--- src/rtl/eightbit_deserializer.sv ---
// Serial-in, parallel-out word receiver with start-strobe framing,
// valid/ready holding register and sticky overrun / frame-restart flags.
module eightbit_deserializer #(
   parameter int WIDTH = 8
) (
   input  logic             clk,
   input  logic             rst,
   input  logic             serial_in,
   input  logic             serial_valid,
   input  logic             frame_start,
   input  logic             dir,
   input  logic             clr_flags,
   output logic [WIDTH-1:0] parallel_out,
   output logic             out_valid,
   input  logic             out_ready,
   output logic             busy,
   output logic             overrun,
   output logic             frame_err
);

   localparam int CW = $clog2(WIDTH);

   typedef enum logic {
      IDLE  = 1'b0,
      SHIFT = 1'b1
   } state_t;

   state_t           state_q;
   logic [CW-1:0]    cnt_q;
   logic [WIDTH-1:0] shreg_q;
   logic [WIDTH-1:0] shreg_d;
   logic             dir_q;
   logic             dir_sel;
   logic [WIDTH-1:0] pout_q;
   logic             ovalid_q;
   logic             ovr_q;
   logic             ferr_q;

   // A start beat uses the direction presented with it, not the latched one
   always_comb begin
      dir_sel = frame_start ? dir : dir_q;
      shreg_d = '0;
      if (dir_sel)
         shreg_d = {serial_in, shreg_q[WIDTH-1:1]};
      else
         shreg_d = {shreg_q[WIDTH-2:0], serial_in};
   end

   always_ff @(posedge clk) begin
      if (rst) begin
         state_q  <= IDLE;
         cnt_q    <= '0;
         shreg_q  <= '0;
         dir_q    <= 1'b0;
         pout_q   <= '0;
         ovalid_q <= 1'b0;
         ovr_q    <= 1'b0;
         ferr_q   <= 1'b0;
      end else begin
         if (ovalid_q && out_ready)
            ovalid_q <= 1'b0;
         if (clr_flags) begin
            ovr_q  <= 1'b0;
            ferr_q <= 1'b0;
         end
         unique case (state_q)
            IDLE: begin
               if (serial_valid && frame_start) begin
                  dir_q   <= dir;
                  shreg_q <= shreg_d;
                  cnt_q   <= CW'(1);
                  state_q <= SHIFT;
               end
            end
            SHIFT: begin
               if (serial_valid && frame_start) begin
                  ferr_q  <= 1'b1;
                  dir_q   <= dir;
                  shreg_q <= shreg_d;
                  cnt_q   <= CW'(1);
               end else if (serial_valid) begin
                  shreg_q <= shreg_d;
                  if (cnt_q == CW'(WIDTH-1)) begin
                     cnt_q   <= '0;
                     state_q <= IDLE;
                     if (ovalid_q && !out_ready) begin
                        ovr_q <= 1'b1;
                     end else begin
                        pout_q   <= shreg_d;
                        ovalid_q <= 1'b1;
                     end
                  end else begin
                     cnt_q <= cnt_q + CW'(1);
                  end
               end
            end
            default: state_q <= IDLE;
         endcase
      end
   end

   assign parallel_out = pout_q;
   assign out_valid    = ovalid_q;
   assign overrun      = ovr_q;
   assign frame_err    = ferr_q;
   assign busy         = (state_q == SHIFT);

endmodule

--- config.mk ---
export PLATFORM = sky130hd
export DESIGN_NAME = eightbit_deserializer
export DESIGN_NICKNAME = d
export VERILOG_FILES = /design/src/rtl/eightbit_deserializer.sv
export SDC_FILE = /design/constraint.sdc
export NUM_CORES = 1
export LEC_CHECK = 0
export CORE_ASPECT_RATIO = 1.2
export CORE_MARGIN = 2
export CORE_UTILIZATION = 31
export CTS_BUF_LIST = sky130_fd_sc_hd__clkbuf_2 sky130_fd_sc_hd__clkbuf_4 sky130_fd_sc_hd__clkbuf_8
export DETAILED_ROUTE_END_ITERATION = 8
export PLACE_DENSITY = 0.51
export SKIP_CTS_REPAIR_TIMING = 1
export SLEW_MARGIN = 30
export SYNTH_ARGS = -nofsm -noshare
export SYNTH_HDL_FRONTEND = slang
export SYNTH_SLANG_ARGS = --single-unit
--- constraint.sdc ---
create_clock -name clk -period 1.8 [get_ports clk]
set_input_delay 0.45 -clock clk [delete_from_list [all_inputs] [get_ports clk]]
set_output_delay 0.45 -clock clk [all_outputs]
set_load 0.01 [all_outputs]
Yosys cells after proc, flatten, opt, wreduce, memory -nomap -nowiden
Index checks and enable logic that the tools add are counted.
Widths: inputs -> output; s select.
- add/sub/neg operators: 1
- eq/ne operators: 3
- multiplexer cells: 32
- bitwise logic cells: 3
- reduce and logical (&&, ||, !) cells: 6
- operators with widths (cell ; number):
    $mux 8 ; 4
    $mux 1 ; 21
    $pmux 8 s2 ; 1
    $mux 3 ; 4
    $pmux 3 s2 ; 1
    $reduce_and 5->1 ; 1
    $add 3x1->3 const B ; 1
    $eq 3x3->1 const B ; 1
    $logic_and 1x1->1 ; 3
    $ne 3x2->1 const B ; 1
    $not 1->1 ; 3
    $ne 2x2->1 const B ; 1
    $pmux 1 s2 ; 1
    $reduce_and 2->1 ; 1
    $logic_not 1->1 ; 1
- bits in registers: 24
- logic and storage cells: 53

Longest topological paths before layout
Gate-level depths: netlist (run 1).
- depth after elaboration: 7
- mapped depth: 6
- mapped depth without buffers: 5

Worst setup path before layout (run 1)
OpenSTA, ideal clock, no wires.
- path type: reg2reg
- from: reg cnt_q[0]
- to: reg pout_q[0] (netlist: parallel_out[0])
- setup time: 0.086 ns
- arrival: 1.394 ns
- setup slack: 0.320 ns
- stages on the path, launching flop included: 7
- path buffers: 1
- clock period less this slack: 1.480 ns
- cells stage by stage: dfxtp_1 ha_1 ha_1 and4b_2 and2_1 clkbuf_1 a211oi_1
- word-level cells in the longest chain between the ends: 2
- RTL lines (element ; RTL line ; RTL):
    from (decl) ; 29 ; logic [CW-1:0] cnt_q;
    from (signal assigned) ; 93 ; cnt_q <= cnt_q + CW'(1);
    $eq 3x3->1 ; 83 ; if (cnt_q == CW'(WIDTH-1)) begin
    $reduce_and 5->1 (no line) ; n/a ;
    to (signal assigned) ; 89 ; pout_q <= shreg_d;
    to (decl) ; 34 ; logic [WIDTH-1:0] pout_q;
Every way passes these cells.
A chain may end at the register's enable or synchronous reset.

Worst setup path after layout (run 1)
- from: reg state_q (netlist: busy)
- to: out busy
- RTL lines (element ; RTL line ; RTL):
    from (decl) ; 28 ; state_t state_q;
    from (signal assigned) ; 51 ; state_q <= IDLE;
    from (signal assigned) ; 72 ; state_q <= SHIFT;
    from (signal assigned) ; 85 ; state_q <= IDLE;
    to (decl) ; 16 ; output logic busy,
No word-level cell between the ends.

==> flow_summary.toml, run 1 <==
[logic_synthesis]
synth-compound-area-share = 0.221
seq_area_frac_synth = 0.476
syn-cell-area_um2 = 1010
ys_seq_elements = 24
yosysWarnings = 0
yosys.cell_types.count = 23
syn_nets = 115
synthXorXnorAreaFrac = 0
muxShareOfSynthArea = 0.102
synth_simple_gate_area_frac = 0.130
syn_inst = 105
synth_top_family_by_area = "compound AO/OA/AOI/OAI gates"
synthAdderAreaFrac = 0.0248
syn_avg_cell_area_um2 = 9.60

[critical_path]
crit_arrival_ns = 1.29
worstPathMaxFanout = 9
reg2reg_from = "cnt_q[0]"
critical_path_class = "reg -> out"
endpoint_kind = "output pin"
cp-startpoint = "busy"
start_kind = "register"
max_stage_delay_ns = 0.56
worstPathCellList = "clkdlybuf4s50_1"
slowest_stage = "clkdlybuf4s50_1"
required_ns = 1.35
path_buf_inv = 1
cp_top_family = "buffers and inverters"

[layout]
multi_input_area_um2 = 482
drive_gt1_frac = 0.125
nets = 139
syn_to_final_growth_pct = 32.9
fin_util = 0.435
layout_common_cells = "dfxtp_1 (23), clkdlybuf4s50_1 (19), a211oi_1 (16), a21oi_1 (14), nor2_1 (10)"
n_antenna_cell = 0
final_common_cell = "dfxtp_1"
fillers = 327
seqCellArea_um2 = 482

[placed_design]
io_buffers = 19
detailed_place_hpwl_mm = 1.53
gp_congestion = 0.750

[clocking]
clock_latency_ns = 0.31
clock_sinks = 24
cts_tree = "built"
clock-root-buffer = "clkbuf_4"
path_clk_slew_ns = 0.13
numCtsBuffers = 3
clock_path_buffers = 2
htreeDepth = 1

[hold_path]
min_path_type = "reg -> reg"
min_from = "overrun"

[drt]
via_count = 820
first_pass_iters = 4
avgRoutedWirePerCell_um = 12.6
wl_mm = 2.06
drc = 0
via_per_inst = 5.00
drt_iter0_markers = 17
drtAntennaViolNets = 0

[timing]
slew_violations = 0
setup_violations = 0
tightest_slew_ns = 0.303
rsz0062_at_grt = "no"
period_share = 0.967
hold_viol_final = 0
relSlewSlack = 0.798
fmax_mhz = 575
period_minus_slack_ns = 1.74
tns_ns = 0
fin_skew_ns = 0.00251

[floorplanning]
initial_utilization = 0.327
core-area_um2 = 3080
rows = 22
die_area_um2 = 3730
die_h_um = 66.5
die_x_um = 56.1
ios = 20

[power_and_ir_drop]
ir_worst_vdd_v = 0.000450
power_density_nw_per_um2 = 805
p_leak_nw = 0.502
power_mw = 1.08

[run]
max-cap-violations = 0

[global_route]
grt_use_total = 0.112
grt_pass1_vias = 722
overflow = 0
grt_pass1_wl_mm = 3.27
antenna_found_initial = 0
grt_start_max_net_pins = 25

[run_status]
status = "finished, final reports clean"
registers in the layout (all words and copies together), names as in the netlist:
register      flops
busy              1
shreg_q           8
out_valid         1
overrun           1
dir_q             1
cnt_q             3
frame_err         1
parallel_out      8
final cells by class:
cell class / count / share of cell area
inverters: 1 / 0.00280
clock inverters: 1 / 0.0224
repair buffers: 27 / 0.205
clock buffers: 3 / 0.0168
well taps: 36 / 0.0336
multi-input cells: 72 / 0.359
flip-flops and latches: 24 / 0.359
Yosys cell counts:
cell type / count / share of area
a211oi_1: 16 / 0.12
a21oi_1: 14 / 0.069
a22oi_1: 2 / 0.015
and2_1: 1 / 0.0062
and3b_2: 1 / 0.0099
and4b_2: 1 / 0.011
buf_2: 1 / 0.0050
buf_4: 1 / 0.0074
buf_6: 1 / 0.011
clkbuf_1: 5 / 0.019
dfxtp_1: 24 / 0.48
ha_1: 2 / 0.025
inv_1: 1 / 0.0037
mux2i_1: 8 / 0.079
mux2i_4: 1 / 0.022
nand2_1: 6 / 0.022
nand2b_1: 3 / 0.019
nand3_1: 2 / 0.0099
nand3b_1: 1 / 0.0074
nor2_1: 10 / 0.037
nor3b_1: 1 / 0.0074
o21a_1: 1 / 0.0074
o21ai_0: 2 / 0.0099
per-layer routing:
metal | GRT usage | up-vias | share of wire
met3 | 0.0214 | 2 | 0.033
met2 | 0.168 | 13 | 0.46
li1 | - | 424 | -
met4 | 0.0625 | 0 | 0.010
met5 | 0 | - | 0
met1 | 0.152 | 381 | 0.50
metrics by stage:
| step | hold slack [ns] | cell area [um^2] | cells | setup slack, ns |
|---|---|---|---|---|
| 4_1_cts | 0.491 | 1340 | 164 | -0.0407 |
| 3_5_place_dp | 0.472 | 1290 | 160 | -0.224 |
| 2_1_floorplan | 0.454 | 1010 | 105 | 0.320 |
| 5_1_grt | 0.519 | 1340 | 164 | 0.00897 |
| 6_report | 0.483 | 1340 | 164 | 0.0596 |
| 3_3_place_gp | 0.462 | 1290 | 160 | -0.214 |
kinds of logic after synthesis:
group	Yosys count
flops	24
mux	9
compound gates	35
buf+inv	9
simple gates	26
fa+ha+maj	2
worst paths after layout:
kind,to,slack [ns],cells after the start
worst min-delay path,overrun,0.48,2
worst min register to register,overrun,0.48,2
worst max-delay path,busy,0.06,1
worst max register to register,parallel_out[0],0.22,5
report_power, final:
| group | internal (mW) | switching [mW] | total [mW] |
|---|---|---|---|
| logic | 0.0661 | 0.0581 | 0.124 |
| clock network | 0.225 | 0.163 | 0.388 |
| registers | 0.551 | 0.0160 | 0.566 |
| total | 0.842 | 0.237 | 1.08 |
(Power assumes the default switching activity.)
==> run 2: changes to the inputs <==
==> constraint.sdc (replaced) <==
create_clock -name clk -period 1.8 [get_ports clk]
set_input_delay 0.45 -clock clk [delete_from_list [all_inputs] [get_ports clk]]
set_output_delay 0.45 -clock clk [all_outputs]
set_load 0.005 [all_outputs]
==> results of run 2 <==
The final DEF is identical to that of run 1. Status: finished, final reports clean.
Main changes from that run: setup slack after layout 0.0596 ns -> 0.0950 ns
==> run 3: changes to the inputs <==
- CELL_PAD_IN_SITES_DETAIL_PLACEMENT: default -> 1
- CELL_PAD_IN_SITES_GLOBAL_PLACEMENT: default -> 1
- CTS_BUF_LIST: sky130_fd_sc_hd__clkbuf_2 sky130_fd_sc_hd__clkbuf_4 sky130_fd_sc_hd__clkbuf_8 -> sky130_fd_sc_hd__clkbuf_4 sky130_fd_sc_hd__clkbuf_8
- PLACE_DENSITY: 0.51 -> 0.63
- SLEW_MARGIN: 30 -> 20
==> flow_summary.toml, run 3 (same netlist as run 1, synthesis figures left out) <==
[timing]
hold_viol_final = 0
tightest_slew_ns = 0.293
setup_ws_ns = 0.0908
slew_violations = 0
fmax_mhz = 585
fin_skew_ns = 0.00546
period_share = 0.950
setup_violations = 0
relSlewSlack = 0.799
rsz0062_at_grt = "no"
period_minus_slack_ns = 1.71

[critical_path]
reg2reg_from = "cnt_q[0]"
crit_end = "busy"
cp_top_family = "buffers and inverters"
endpoint_kind = "output pin"
path_buf_inv = 1
cp-startpoint = "busy"
reg2regPathDepth = 5
start_kind = "register"
slowest_stage = "clkdlybuf4s50_1"
worstPathMaxFanout = 9
regToRegEndpoint = "parallel_out[0]"
required_ns = 1.35
max_stage_delay_ns = 0.53
critical_path_class = "reg -> out"
reg2reg_slack_ns = 0.20
cp.depth = 1
worstPathCellList = "clkdlybuf4s50_1"
crit_arrival_ns = 1.26

[floorplanning]
die_x_um = 56.1
ios = 20
die_h_um = 66.5
rows = 22
core-area_um2 = 3080
initial_utilization = 0.327
die_area_um2 = 3730

[drt]
drtAntennaViolNets = 0
first_pass_iters = 4
drt_iter0_markers = 20
via_per_inst = 5.19
avgRoutedWirePerCell_um = 14.1
drc = 0
wl_mm = 2.33
via_count = 856

[clocking]
clock-root-buffer = "clkbuf_4"
htreeDepth = 1
clock_latency_ns = 0.31
clock_path_buffers = 2
cts_tree = "built"
clock_sinks = 24
numCtsBuffers = 3
path_clk_slew_ns = 0.13

[global_route]
grt_pass1_vias = 864
antenna_found_initial = 0
grt_pass1_wl_mm = 4.02
grt_use_total = 0.138
overflow = 0
grt_start_max_net_pins = 25

[layout]
drive_gt1_frac = 0.132
final_common_cell = "dfxtp_1"
syn_to_final_growth_pct = 32.0
layout_common_cells = "dfxtp_1 (23), clkdlybuf4s50_1 (19), a211oi_1 (16), a21oi_1 (14), nor2_1 (10)"
design_area_um2 = 1330
fillers = 361
nets = 140
seqCellArea_um2 = 482
n_antenna_cell = 0
multi_input_area_um2 = 482

[power_and_ir_drop]
p_leak_nw = 0.500
ir_worst_vdd_v = 0.000305
power_density_nw_per_um2 = 734
power_mw = 0.977

[placed_design]
gp_congestion = 0.738
io_buffers = 19
detailed_place_hpwl_mm = 1.80
pre_cts_slack_ns = -0.228
place_area_um2 = 1290

[run]
max-cap-violations = 0

[run_status]
status = "finished, final reports clean"

[hold_path]
min_from = "frame_err"
min_path_type = "reg -> reg"
[run 3: power by group]
part / switching [mW] / internal [mW] / leakage, nW
Sequential: 0.0157 / 0.550 / 0.196
Combinational: 0.0589 / 0.0676 / 0.283
Clock: 0.161 / 0.124 / 0.0210
Total: 0.236 / 0.742 / 0.500
[run 3: layer usage]
metal | routed length (um) | GRT usage | up-vias
li1 | - | - | 429
met1 | 1090 | 0.174 | 404
met2 | 1120 | 0.235 | 18
met3 | 74 | 0.0175 | 5
met4 | 50 | 0.0625 | 0
met5 | 0 | 0 | -
[run 3: worst min path at each step]
stage / endpoint / slack, ns / cells after the start
floorplan: cnt_q[0] / 0.45 / 2
global route: overrun / 0.53 / 2
finish: frame_err / 0.50 / 2
CTS: frame_err / 0.51 / 2
detailed placement: frame_err / 0.49 / 2
global placement: overrun / 0.46 / 2
[run 3: stage by stage]
step	utilization	std cells	TNS, ns	hold WS, ns
floorplan	-	105	0	0.454
global placement	0.420	161	-2.42	0.462
detailed placement	0.420	161	-2.84	0.488
CTS	0.431	165	-0.0405	0.509
global route	0.432	165	0	0.534
finish	0.432	165	0	0.495
[run 3: cell type report]
| type | instances | share of cell area |
|---|---|---|
| clock buffers | 4 | 0.0273 |
| inverters | 1 | 0.00282 |
| multi-input cells | 72 | 0.362 |
| flip-flops and latches | 24 | 0.362 |
| well taps | 36 | 0.0338 |
| repair buffers | 28 | 0.212 |
